--- src/rtl/stopwatch_ctrl.sv ---
// Control stage for the 00-99 counter display: debounces start/clear buttons and
// runs the IDLE/RUN/PAUSE/DONE machine that drives the counter enable and clear.
module stopwatch_ctrl #(
   parameter int unsigned DB_BITS     = 16,
   parameter bit          STOP_AT_MAX = 1'b1
) (
   input  logic       clk,
   input  logic       reset,
   input  logic       btn_start,
   input  logic       btn_clear,
   input  logic       carry_in,
   output logic       enable_out,
   output logic       clear_out,
   output logic [1:0] state_out,
   output logic       press_start
);

   localparam int unsigned NBTN    = 2;
   localparam int unsigned B_START = 0;
   localparam int unsigned B_CLEAR = 1;
   localparam int unsigned NSYNC   = NBTN + 1;
   localparam int unsigned B_CARRY = NBTN;
   localparam logic [DB_BITS-1:0] CNT_MAX = '1;

   typedef enum logic [1:0] {
      ST_IDLE  = 2'b00,
      ST_RUN   = 2'b01,
      ST_PAUSE = 2'b10,
      ST_DONE  = 2'b11
   } state_e;

   logic [NSYNC-1:0]              meta_q;
   logic [NSYNC-1:0]              sync_q;
   logic [NBTN-1:0]               lvl_q;
   logic [NBTN-1:0][DB_BITS-1:0]  cnt_q;
   logic [NBTN-1:0]               press_q;
   state_e                        state_q;
   state_e                        state_d;
   logic                          clear_d;
   logic                          enable_q;
   logic                          clear_q;

   // Two-flop synchronisers, then per-button debounce with a rising-edge strobe
   always_ff @(posedge clk or posedge reset) begin
      if (reset) begin
         meta_q  <= '0;
         sync_q  <= '0;
         lvl_q   <= '0;
         cnt_q   <= '0;
         press_q <= '0;
      end else begin
         meta_q <= {carry_in, btn_clear, btn_start};
         sync_q <= meta_q;
         for (int i = 0; i < int'(NBTN); i++) begin
            press_q[i] <= 1'b0;
            if (sync_q[i] == lvl_q[i]) begin
               cnt_q[i] <= '0;
            end else if (cnt_q[i] == CNT_MAX) begin
               lvl_q[i]   <= sync_q[i];
               cnt_q[i]   <= '0;
               press_q[i] <= sync_q[i];
            end else begin
               cnt_q[i] <= cnt_q[i] + DB_BITS'(1);
            end
         end
      end
   end

   // Next state with priority clear > carry > start
   always_comb begin
      state_d = state_q;
      clear_d = 1'b0;
      if (press_q[B_CLEAR]) begin
         state_d = ST_IDLE;
         clear_d = 1'b1;
      end else if (STOP_AT_MAX && (state_q == ST_RUN) && sync_q[B_CARRY]) begin
         state_d = ST_DONE;
      end else if (press_q[B_START]) begin
         case (state_q)
            ST_IDLE:  state_d = ST_RUN;
            ST_RUN:   state_d = ST_PAUSE;
            ST_PAUSE: state_d = ST_RUN;
            default:  state_d = state_q;
         endcase
      end
   end

   // Enable is registered from the next state so it moves together with state_out
   always_ff @(posedge clk or posedge reset) begin
      if (reset) begin
         state_q  <= ST_IDLE;
         enable_q <= 1'b0;
         clear_q  <= 1'b0;
      end else begin
         state_q  <= state_d;
         enable_q <= (state_d == ST_RUN);
         clear_q  <= clear_d;
      end
   end

   assign state_out   = state_q;
   assign enable_out  = enable_q;
   assign clear_out   = clear_q;
   assign press_start = press_q[B_START];

endmodule
--- config.mk ---
export PLATFORM = sky130hd
export DESIGN_NAME = stopwatch_ctrl
export DESIGN_NICKNAME = d
export VERILOG_FILES = /design/src/rtl/stopwatch_ctrl.sv
export SDC_FILE = /design/constraint.sdc
export NUM_CORES = 1
export LEC_CHECK = 0
export ABC_AREA = 1
export ABC_CLOCK_PERIOD_IN_PS = 1300
export BUFFER_PORTS_ARGS = -buffer_cell sky130_fd_sc_hd__buf_2
export CAP_MARGIN = 20
export CELL_PAD_IN_SITES_DETAIL_PLACEMENT = 1
export CELL_PAD_IN_SITES_GLOBAL_PLACEMENT = 2
export CORE_ASPECT_RATIO = 1.75
export CORE_UTILIZATION = 34
export CTS_CLUSTER_DIAMETER = 150
export DETAILED_ROUTE_END_ITERATION = 6
export HOLD_SLACK_MARGIN = 0.05
export PLACE_DENSITY_LB_ADDON = 0.2
export SLEW_MARGIN = 40
export SYNTH_ARGS = -nofsm -noshare
export SYNTH_HDL_FRONTEND = slang
export SYNTH_SLANG_ARGS = --single-unit
--- constraint.sdc ---
create_clock -name clk -period 1.3 [get_ports clk]
set_input_delay 0 -clock clk [delete_from_list [all_inputs] [get_ports clk]]
set_output_delay 0 -clock clk [all_outputs]
set_load 0.02 [all_outputs]
---- Word-level counts from Yosys, hierarchy flattened ----
Index checks and enable logic that the tools add are counted.
Widths: inputs -> output; s select.
storage, ports and cells
  register bits after elaboration ......... 46
  latch bits .............................. 0
  RAM bits ................................ 0
  bits in read-only memories .............. 0
  bits of input ports ..................... 5
  output and inout bits ................... 5
  word-level logic and storage cells ...... 39
  memories ................................ 0
cells by class
  add/sub/neg operators ................... 2
  multiply operators ...................... 0
  div/mod/pow operators ................... 0
  magnitude comparators ................... 0
  eq/ne operators ......................... 7
  shift-type cells ........................ 0
  multiplexer cells ....................... 13
  bitwise operators ....................... 2
  reduce and logical (&&, ||, !) cells .... 5
operators by type and width
  cell                   number
  $mux 16                4
  $add 16x1->16 const B  2
  $eq 16x16->1 const B   2
  $mux 2                 3
  $mux 1                 5
  $eq 2x1->1 const B     2
  $pmux 2 s2             1
  $reduce_and 2->1       2
  $eq 1x1->1             2
  $eq 2x2->1 const B     1
  $logic_not 2->1        1
  $not 1->1              2
  $reduce_or 2->1        1
  $logic_and 1x1->1      1

---- Longest topological paths before layout ----
Gate-level depths: netlist of the first run.
  word-level depth ........................ 7
  depth in mapped cells ................... 8

---- Worst setup path after synthesis of the first run ----
Ideal clock, no wire load.
  path kind ............................... flip-flop to flip-flop
  start ................................... register cnt_q[16] (netlist name)
  end ..................................... register cnt_q[25] (netlist name)
  setup time .............................. 0.121 ns
  arrival ................................. 1.206 ns
  data required time ...................... 1.179 ns
  setup slack ............................. -0.027 ns
  cell stages (with the launch flop) ...... 7
  buffers on the path ..................... 0
  path through ............................ dfrtp_1 -> ha_1 -> nand3_2 -> nor2_4 -> nand3b_4 -> nand2_4 -> nor2_2
between the ends
  longest elaborated chain between the ends .. 3
RTL lines
  element                                               line    RTL
  from (decl)                                           35      logic [NBTN-1:0][DB_BITS-1:0] cnt_q;
  from (signal, indexed assignment)                     63      cnt_q[i] <= cnt_q[i] + DB_BITS'(1);
  $add 16x1->16 / $eq 16x16->1 (equally long branches)  63, 58
  $mux 16 *                                             58      end else if (cnt_q[i] == CNT_MAX) begin
  $mux 16 *                                             56      if (sync_q[i] == lvl_q[i]) begin
Mark *: on every way between the ends. The rest lies on a longest branch, timed or not.
A chain may end at the register's enable or synchronous reset.

---- Final worst setup path of the first run ----
  start ................................... register cnt_q[0] (netlist name)
  end ..................................... register cnt_q[3] (netlist name)
Same word-level chain as after synthesis.

==> results of run 1 <==
cell usage in the layout, fill, tap and decap left out, types with 7 or more instances in the layout:
master / synthesis / layout
sky130_fd_sc_hd__nand2_1: 64 / 55
sky130_fd_sc_hd__inv_2: 8 / 10
sky130_fd_sc_hd__buf_2: 0 / 9
sky130_fd_sc_hd__nand3_1: 17 / 11
sky130_fd_sc_hd__dfrtp_1: 46 / 42
sky130_fd_sc_hd__buf_4: 0 / 38
sky130_fd_sc_hd__inv_1: 23 / 20
sky130_fd_sc_hd__nor2_2: 15 / 22
sky130_fd_sc_hd__a21oi_1: 7 / 7
sky130_fd_sc_hd__nor2_4: 1 / 8
sky130_fd_sc_hd__nor2_1: 39 / 25
sky130_fd_sc_hd__nand2_2: 3 / 8
sky130_fd_sc_hd__xor2_1: 7 / 7
metal layers:
layer	share of wire, %	up-vias
li1	-	932
met1	34	931
met2	62	10
met3	1.3	9
met4	2.1	0
met5	0	-
flip-flops by register name, summed over array words and instances, names as in the netlist:
signal	cells
cnt_q	32
meta_q	3
sync_q	3
lvl_q	2
press_q	2
state_out	2
clear_out	1
enable_out	1
critical path: stages, from the launching register on:
cell and delay [ns]:
sky130_fd_sc_hd__dfrtp_1 0.37, sky130_fd_sc_hd__ha_2 0.21, sky130_fd_sc_hd__nand3_4 0.11, sky130_fd_sc_hd__inv_4 0.11, sky130_fd_sc_hd__nand4_4 0.16, sky130_fd_sc_hd__nand2_8 0.17, sky130_fd_sc_hd__nor2_2 0.04
stage by stage:
stage          power [W]  hold slack (ns)  area (µm²)  setup TNS [ns]  std cells
2_1_floorplan   0.001580          0.03143        2243               0        260
3_3_place_gp    0.001638          0.05493        2671         -0.2249        385
3_5_place_dp    0.001642          0.06655        2671          -1.170        385
4_1_cts         0.002779           0.2803        2884       -0.003562        399
5_1_grt         0.002875           0.3013        3075          -1.179        402
6_report        0.002741           0.2781        3075               0        402
final timing paths:
| check | slack (ns) | cells past startpoint | start | end |
|---|---|---|---|---|
| setup / recovery | 0.01 | 6 | cnt_q[0]$_DFF_PP0_ | cnt_q[3]$_DFF_PP0_ |
| hold / removal | 0.28 | 4 | reset | sync_q[0]$_DFF_PP0_ |
| setup reg to reg | 0.01 | 6 | cnt_q[0]$_DFF_PP0_ | cnt_q[3]$_DFF_PP0_ |
| hold reg to reg | 0.35 | 0 | meta_q[2]$_DFF_PP0_ | sync_q[2]$_DFF_PP0_ |
| max in group asynchronous | 0.78 | 4 | reset | cnt_q[3]$_DFF_PP0_ |
| min in group clk | 0.33 | 2 | btn_clear | meta_q[1]$_DFF_PP0_ |
power groups by stage:
stage          registers [W]  logic [W]  clock network [W]
2_1_floorplan        0.00150  0.0000805                  0
3_3_place_gp         0.00150   0.000138                  0
3_5_place_dp         0.00150   0.000140                  0
4_1_cts              0.00148   0.000160            0.00114
5_1_grt              0.00148   0.000199            0.00119
6_report             0.00148   0.000175            0.00109
layout make-up:
type	count	area, µm²	share of cell area [%]
Clock buffer	5	68.82	2.238
Clock inverter	3	45.04	1.465
Inverter	31	118.9	3.865
Multi-Input combinational cell	184	1185	38.53
Sequential cell	46	1156	37.59
Tap cell	80	100.1	3.255
Timing Repair Buffer	53	401.6	13.06
logic make-up after synthesis:
kind of cell    after synthesis  share of synthesized area (%)
simple gates                149                          31.11
flops                        46                          51.57
xor+xnor                     14                          6.166
compound gates               18                          4.820
fa+ha+maj                     2                          1.121
buf+inv                      31                          5.213
what timing repair did:
action,4_1_cts,5_1_grt
endpoints found under the setup margin,29,33
pin swaps,1,20
resized for setup,9,46
cloned,0,1
hold buffers,4,0
endpoints found under the hold margin,49,0
setup buffers,2,2
==> parameters.txt, run 1 <==
Parameter                              Value

Outcome
  Result of the run ... finished, final reports clean

Worst hold path
  Path type of the worst min-delay path ... input pin to async pin

Detailed routing
  Iter 0 DRT Violations ... 42
  DRC viols ... 0
  Via density ... 4.682
  Routed WL per cell ... 14.24 µm
  DR pass1 iterations ... 4
  Total wirelength of the detailed-routed design ... 5725 µm
  Number of nets with antenna violations after routing ... 0
  Vias ... 1,882

Global route
  Wire length of the first global-routing pass ... 9246 µm
  Global-route total usage across every layer ... 17.97%
  GR peak layer ... met2
  Initial antenna violation count ... 0
  Met2 routing resource usage after global routing ... 36.41%
  Number of global-route vias before repair ... 1,974
  Total gr overflow ... 0
  GR Layer Usage met1 ... 17.47%
  Grt met3 use ... 2.929%
  Maximum number of pins on one net before global-route repair ... 47

STA
  Setup repair after global routing missed its margin ... yes
  Final Cycle Share ... 99.07%
  Measured slew at the worst slew-check pin ... 0.3349 ns
  Max-slew violation total from the final report ... 0
  Highest attainable clock frequency ... 776.4 MHz
  Setup-violating endpoint count in the final report ... 0
  Max-Slew Margin vs Limit ... 77.64%
  Setup slack after layout ... 0.01207 ns
  Setup skew after layout ... 0.008142 ns
  Total count of hold-check failures in the final report ... 0
  Minimum period implied by the final worst setup slack ... 1.288 ns

Place
  DP HPWL ... 4161 µm
  Post-placement setup slack ... -0.1067 ns
  Weighted congestion reported at the end of routability-driven placement ... 0.7296
  Port-buffer cells ... 9

Pwr
  Leakage power total ... 1.496 nW
  Clock share of power ... 39.7%
  Internal power component ... 0.002100 W
  Net switching share of the total power ... 23.39%
  Worst vdd rail ir drop ... 556.7 µV
  Relative contribution of sequential cells to total power ... 53.9%
  Power per Cell Area ... 891.4 mW/mm²
  Combinational fraction of design power ... 6.4%
  Net Switching ... 0.0006414 W

Clock tree
  Clock tree from TritonCTS ... yes
  Number of clock buffers inserted by TritonCTS ... 5
  Clock network latency to the later pin of the worst-skew pair ... 0.31 ns
  CTS sink cnt ... 46
  Max clock buf depth ... 2
  Root Buffer Master ... sky130_fd_sc_hd__clkbuf_8
  Count of H-tree levels built during CTS ... 2
  Clock slew at the register clock pins of the worst setup and hold paths ... 0.09 ns

Setup path
  Critical path arrival ... 1.49 ns
  Worst EP required ... 1.50 ns
  Critical-path maximum fanout ... 7
  Crit Path Class ... flip-flop to flip-flop
  Critical path capture point type ... flip-flop
  Crit start category ... flip-flop

Floorplanning
  Core Footprint ... 0.006276 mm²
  Vertical die dimension ... 109.2 µm
  Effective utilization at floorplan ... 35.57%
  Total die area ... 0.006906 mm²
  Top-level port count ... 10
  Width of the die ... 63.25 µm
  Rows ... 38

Layout
  Antenna cells ... 0
  Fraction of layout cells with a size suffix above 1 ... 40.68%
  # fillers ... 773
  Total Nets Final ... 328
  Area delta synth->final ... 37.78%
  Final cell utilization of the core ... 49.00%

Yosys
  Predominant post-synthesis flop cell ... sky130_fd_sc_hd__dfrtp_1
  Cell type with the largest total area after synthesis ... sky130_fd_sc_hd__dfrtp_1
  Yosys warnings ... 0
  Share of flip-flops with an asynchronous set or reset ... 100.0%
  Post-synth EDFFs ... 0
  Cell with the most instances after synthesis ... sky130_fd_sc_hd__nand2_1
  Number of unique standard cell types used by synthesis ... 25
  Synth Area per Inst ... 8.585 µm²
  Net Count, Synth ... 267
  Proportion of synthesized chip area in sequential cells ... 51.57%
  Most frequent cells after synthesis ... 64 x sky130_fd_sc_hd__nand2_1, 46 x sky130_fd_sc_hd__dfrtp_1, 39 x sky130_fd_sc_hd__nor2_1
  Synth Register Bits ... 46
  Portion of synthesized cell area occupied by the leading cell type ... 51.57%
  Post-synthesis cell area ... 0.002232 mm²
  Post-synthesis cell count ... 260
  Area contributors post-synth ... sky130_fd_sc_hd__dfrtp_1 52%, sky130_fd_sc_hd__nand2_1 11%, sky130_fd_sc_hd__nor2_1 6.6%, sky130_fd_sc_hd__nor2_2 4.2%, sky130_fd_sc_hd__inv_1 3.9%

Run
  Number of violations of the max-capacitance limit ... 0
Note: power is estimated with default switching activity, not from simulation.
==> run 2: changes to the inputs <==
CORE_UTILIZATION = 35   (was 34)
CTS_BUF_LIST = sky130_fd_sc_hd__clkbuf_8   (was not set)
SETUP_SLACK_MARGIN = 0.4   (was not set)
==> run 2 against run 1 <==
Compared with the run above: the run now ends with setup timing left; combinational power grew 26%; final area grew 5.6%; hold slack gained 0.023 ns; clock power shrank 15%; routed wire length grew 3.1%; cell count grew 1.2%; register-to-register slack lost 0.05 ns; worst setup slack lost 0.050 ns; global-route usage grew 1.2 points; critical path type unchanged; largest power group unchanged; highest routed layer unchanged.
==> parameters.txt, run 2 (synthesis gave the netlist of run 1 again) <==
Parameter                              Value

Place
  Port-buffer cells ... 9 (unchanged)
  DP HPWL ... 4026 µm (was 4161 µm)
  Weighted congestion reported at the end of routability-driven placement ... 0.7455 (was 0.7296)

Floorplanning
  Width of the die ... 62.37 µm (was 63.25 µm)
  Total die area ... 0.006714 mm² (was 0.006906 mm²)
  Effective utilization at floorplan ... 36.11% (was 35.57%)
  Rows ... 38 (unchanged)
  Vertical die dimension ... 107.6 µm (was 109.2 µm)
  Top-level port count ... 10 (unchanged)
  Core Footprint ... 0.006181 mm² (was 0.006276 mm²)

Clock tree
  CTS sink cnt ... 46 (unchanged)
  Number of clock buffers inserted by TritonCTS ... 5 (unchanged)
  Count of H-tree levels built during CTS ... 2 (unchanged)
  Clock network latency to the later pin of the worst-skew pair ... 0.31 ns (about the same)
  Root Buffer Master ... sky130_fd_sc_hd__clkbuf_8 (unchanged)
  Clock tree from TritonCTS ... yes (unchanged)
  Clock slew at the register clock pins of the worst setup and hold paths ... 0.09 ns (about the same)
  Max clock buf depth ... 2 (unchanged)

Worst hold path
  Path type of the worst min-delay path ... input pin to async pin (unchanged)

STA
  Setup repair after global routing missed its margin ... yes (unchanged)
  Worst hold slack ... 0.3015 ns (was 0.2781 ns)
  Max-slew violation total from the final report ... 0 (unchanged)
  Setup skew after layout ... 0.008881 ns (was 0.008142 ns)
  Minimum period implied by the final worst setup slack ... 1.338 ns (was 1.288 ns)
  Setup slack after layout ... -0.03815 ns (was 0.01207 ns)
  Total count of hold-check failures in the final report ... 0 (unchanged)
  Measured slew at the worst slew-check pin ... 0.2614 ns (was 0.3349 ns)
  Max-Slew Margin vs Limit ... 82.52% (was 77.64%)
  Setup-violating endpoint count in the final report ... 11 (was 0)
  Highest attainable clock frequency ... 747.3 MHz (was 776.4 MHz)
  Final Cycle Share ... 102.9% (was 99.07%)

Layout
  Most common cell after layout, fill and taps aside ... sky130_fd_sc_hd__nand2_1 (unchanged)
  Area delta synth->final ... 45.52% (was 37.78%)
  Number of flip-flops in the largest register ... 32 (unchanged)
  Top flop regs ... cnt_q (32), meta_q (3), sync_q (3) (unchanged)
  Fraction of layout cells with a size suffix above 1 ... 46.79% (was 40.68%)
  Antenna cells ... 0 (unchanged)
  Final cell utilization of the core ... 52.55% (was 49.00%)
  Register ranked first by flip-flop count ... cnt_q (unchanged)
  Most used cells in the layout excluding fill and tap cells ... 50 x sky130_fd_sc_hd__nand2_1, 36 x sky130_fd_sc_hd__buf_4, 35 x sky130_fd_sc_hd__dfrtp_1 (was 55 x sky130_fd_sc_hd__nand2_1, 42 x sky130_fd_sc_hd__dfrtp_1, 38 x sky130_fd_sc_hd__buf_4)
  Total Nets Final ... 333 (was 328)

Setup path
  Worst EP required ... 1.50 ns (about the same)
  Critical path arrival ... 1.53 ns (was 1.49 ns)
  R2r setup slk ... -0.04 ns (was 0.01 ns)
  Crit start category ... flip-flop (unchanged)
  Crit Path Class ... flip-flop to flip-flop (unchanged)
  Critical-path maximum fanout ... 5 (was 7)
  Critical path capture point type ... flip-flop (unchanged)

Detailed routing
  DR pass1 iterations ... 3 (was 4)
  Total wirelength of the detailed-routed design ... 5901 µm (was 5725 µm)
  Routed WL per cell ... 14.50 µm (was 14.24 µm)
  DRC viols ... 0 (unchanged)
  Iter 0 DRT Violations ... 63 (was 42)
  Vias ... 1,914 (was 1,882)
  Number of nets with antenna violations after routing ... 0 (unchanged)
  Via density ... 4.703 (was 4.682)

Run
  Number of violations of the max-capacitance limit ... 0 (unchanged)

Global route
  Total gr overflow ... 0 (unchanged)
  Wire length of the first global-routing pass ... 9729 µm (was 9246 µm)
  Grt met3 use ... 2.225% (was 2.929%)
  Maximum number of pins on one net before global-route repair ... 47 (unchanged)
  GR peak layer ... met2 (unchanged)
  Number of global-route vias before repair ... 2,051 (was 1,974)
  Met2 routing resource usage after global routing ... 38.15% (was 36.41%)
  Global-route total usage across every layer ... 19.14% (was 17.97%)
  GR Layer Usage met1 ... 19.67% (was 17.47%)
  Initial antenna violation count ... 0 (unchanged)

Pwr
  Worst vdd rail ir drop ... 751.1 µV (was 556.7 µV)
  Leakage power total ... 1.526 nW (was 1.496 nW)
  Final Total Pwr ... 0.002628 W (was 0.002741 W)
  Power per Cell Area ... 809.2 mW/mm² (was 891.4 mW/mm²)

Outcome
  Violations in the final reports ... setup timing
  Result of the run ... finished with violations (was finished, final reports clean)
[run 2: changes by cell type in the layout (fill, tap and decap cells not counted), sizes merged]
cell      delta
clkinvlp     -1
clkinv       +1
bufinv       -1
clkbuf       +1
buf          +5
[run 2: critical path, stage by stage, from the launching register on]
cell and delay (ns):
sky130_fd_sc_hd__dfrtp_1 0.41, sky130_fd_sc_hd__ha_4 0.17, sky130_fd_sc_hd__nand3_4 0.10, sky130_fd_sc_hd__nor2_4 0.18, sky130_fd_sc_hd__nand3b_4 0.17, sky130_fd_sc_hd__nand2_4 0.17, sky130_fd_sc_hd__nor2_2 0.04
[run 2: final timing paths]
kind	start	cells after the start	endpoint
min in group clk	btn_clear	2	meta_q[1]$_DFF_PP0_
setup / recovery	cnt_q[16]$_DFF_PP0_	6	cnt_q[23]$_DFF_PP0_
hold / removal	reset	4	press_q[0]$_DFF_PP0_
max in group asynchronous	reset	4	cnt_q[18]$_DFF_PP0_
hold reg to reg	meta_q[2]$_DFF_PP0_	0	sync_q[2]$_DFF_PP0_
setup reg to reg	cnt_q[16]$_DFF_PP0_	6	cnt_q[23]$_DFF_PP0_
[run 2: through the flow]
step / TNS, ns / cells / setup slack, ns / area, µm²
5_1_grt: -1.746 / 407 / -0.09447 / 3248
6_report: -0.2199 / 407 / -0.03815 / 3248
3_5_place_dp: -0.2604 / 370 / -0.03727 / 2653
4_1_cts: -0.0007743 / 393 / -0.0007743 / 3045
2_1_floorplan: 0 / 260 / 0.1000 / 2337
3_3_place_gp: 0 / 370 / 0.01553 / 2653
[run 2: area by class of cell]
| type | count | area (µm²) |
|---|---|---|
| Fill cell | 743 | 2933 |
| Multi-Input combinational cell | 184 | 1265 |
| Sequential cell | 46 | 1165 |
| Timing Repair Buffer | 58 | 501.7 |
| Inverter | 31 | 125.1 |
| Tap cell | 80 | 100.1 |
| Clock buffer | 6 | 82.58 |
| Clock inverter | 2 | 8.758 |
[run 2: power by group]
| part | leakage, nW | switching, W | internal [W] |
|---|---|---|---|
| clock | 0.0524 | 0.000500 | 0.000422 |
| sequential | 0.607 | 0.0000313 | 0.00146 |
| combinational | 0.866 | 0.000114 | 0.000106 |
[run 2: repair_timing]
action | 4_1_cts | 5_1_grt
hold endpoints to repair | 49 | 0
resized for setup | 42 | 28
pin swaps | 16 | 26
setup endpoints to repair | 40 | 42
cloned | 0 | 1
hold buffers | 4 | 0
setup buffers | 11 | 13
[run 2: layer usage]
layer	vias up	part of all wire, %
met5	-	0
met2	11	59
met4	0	2.5
li1	945	-
met1	949	37
met3	9	1.0
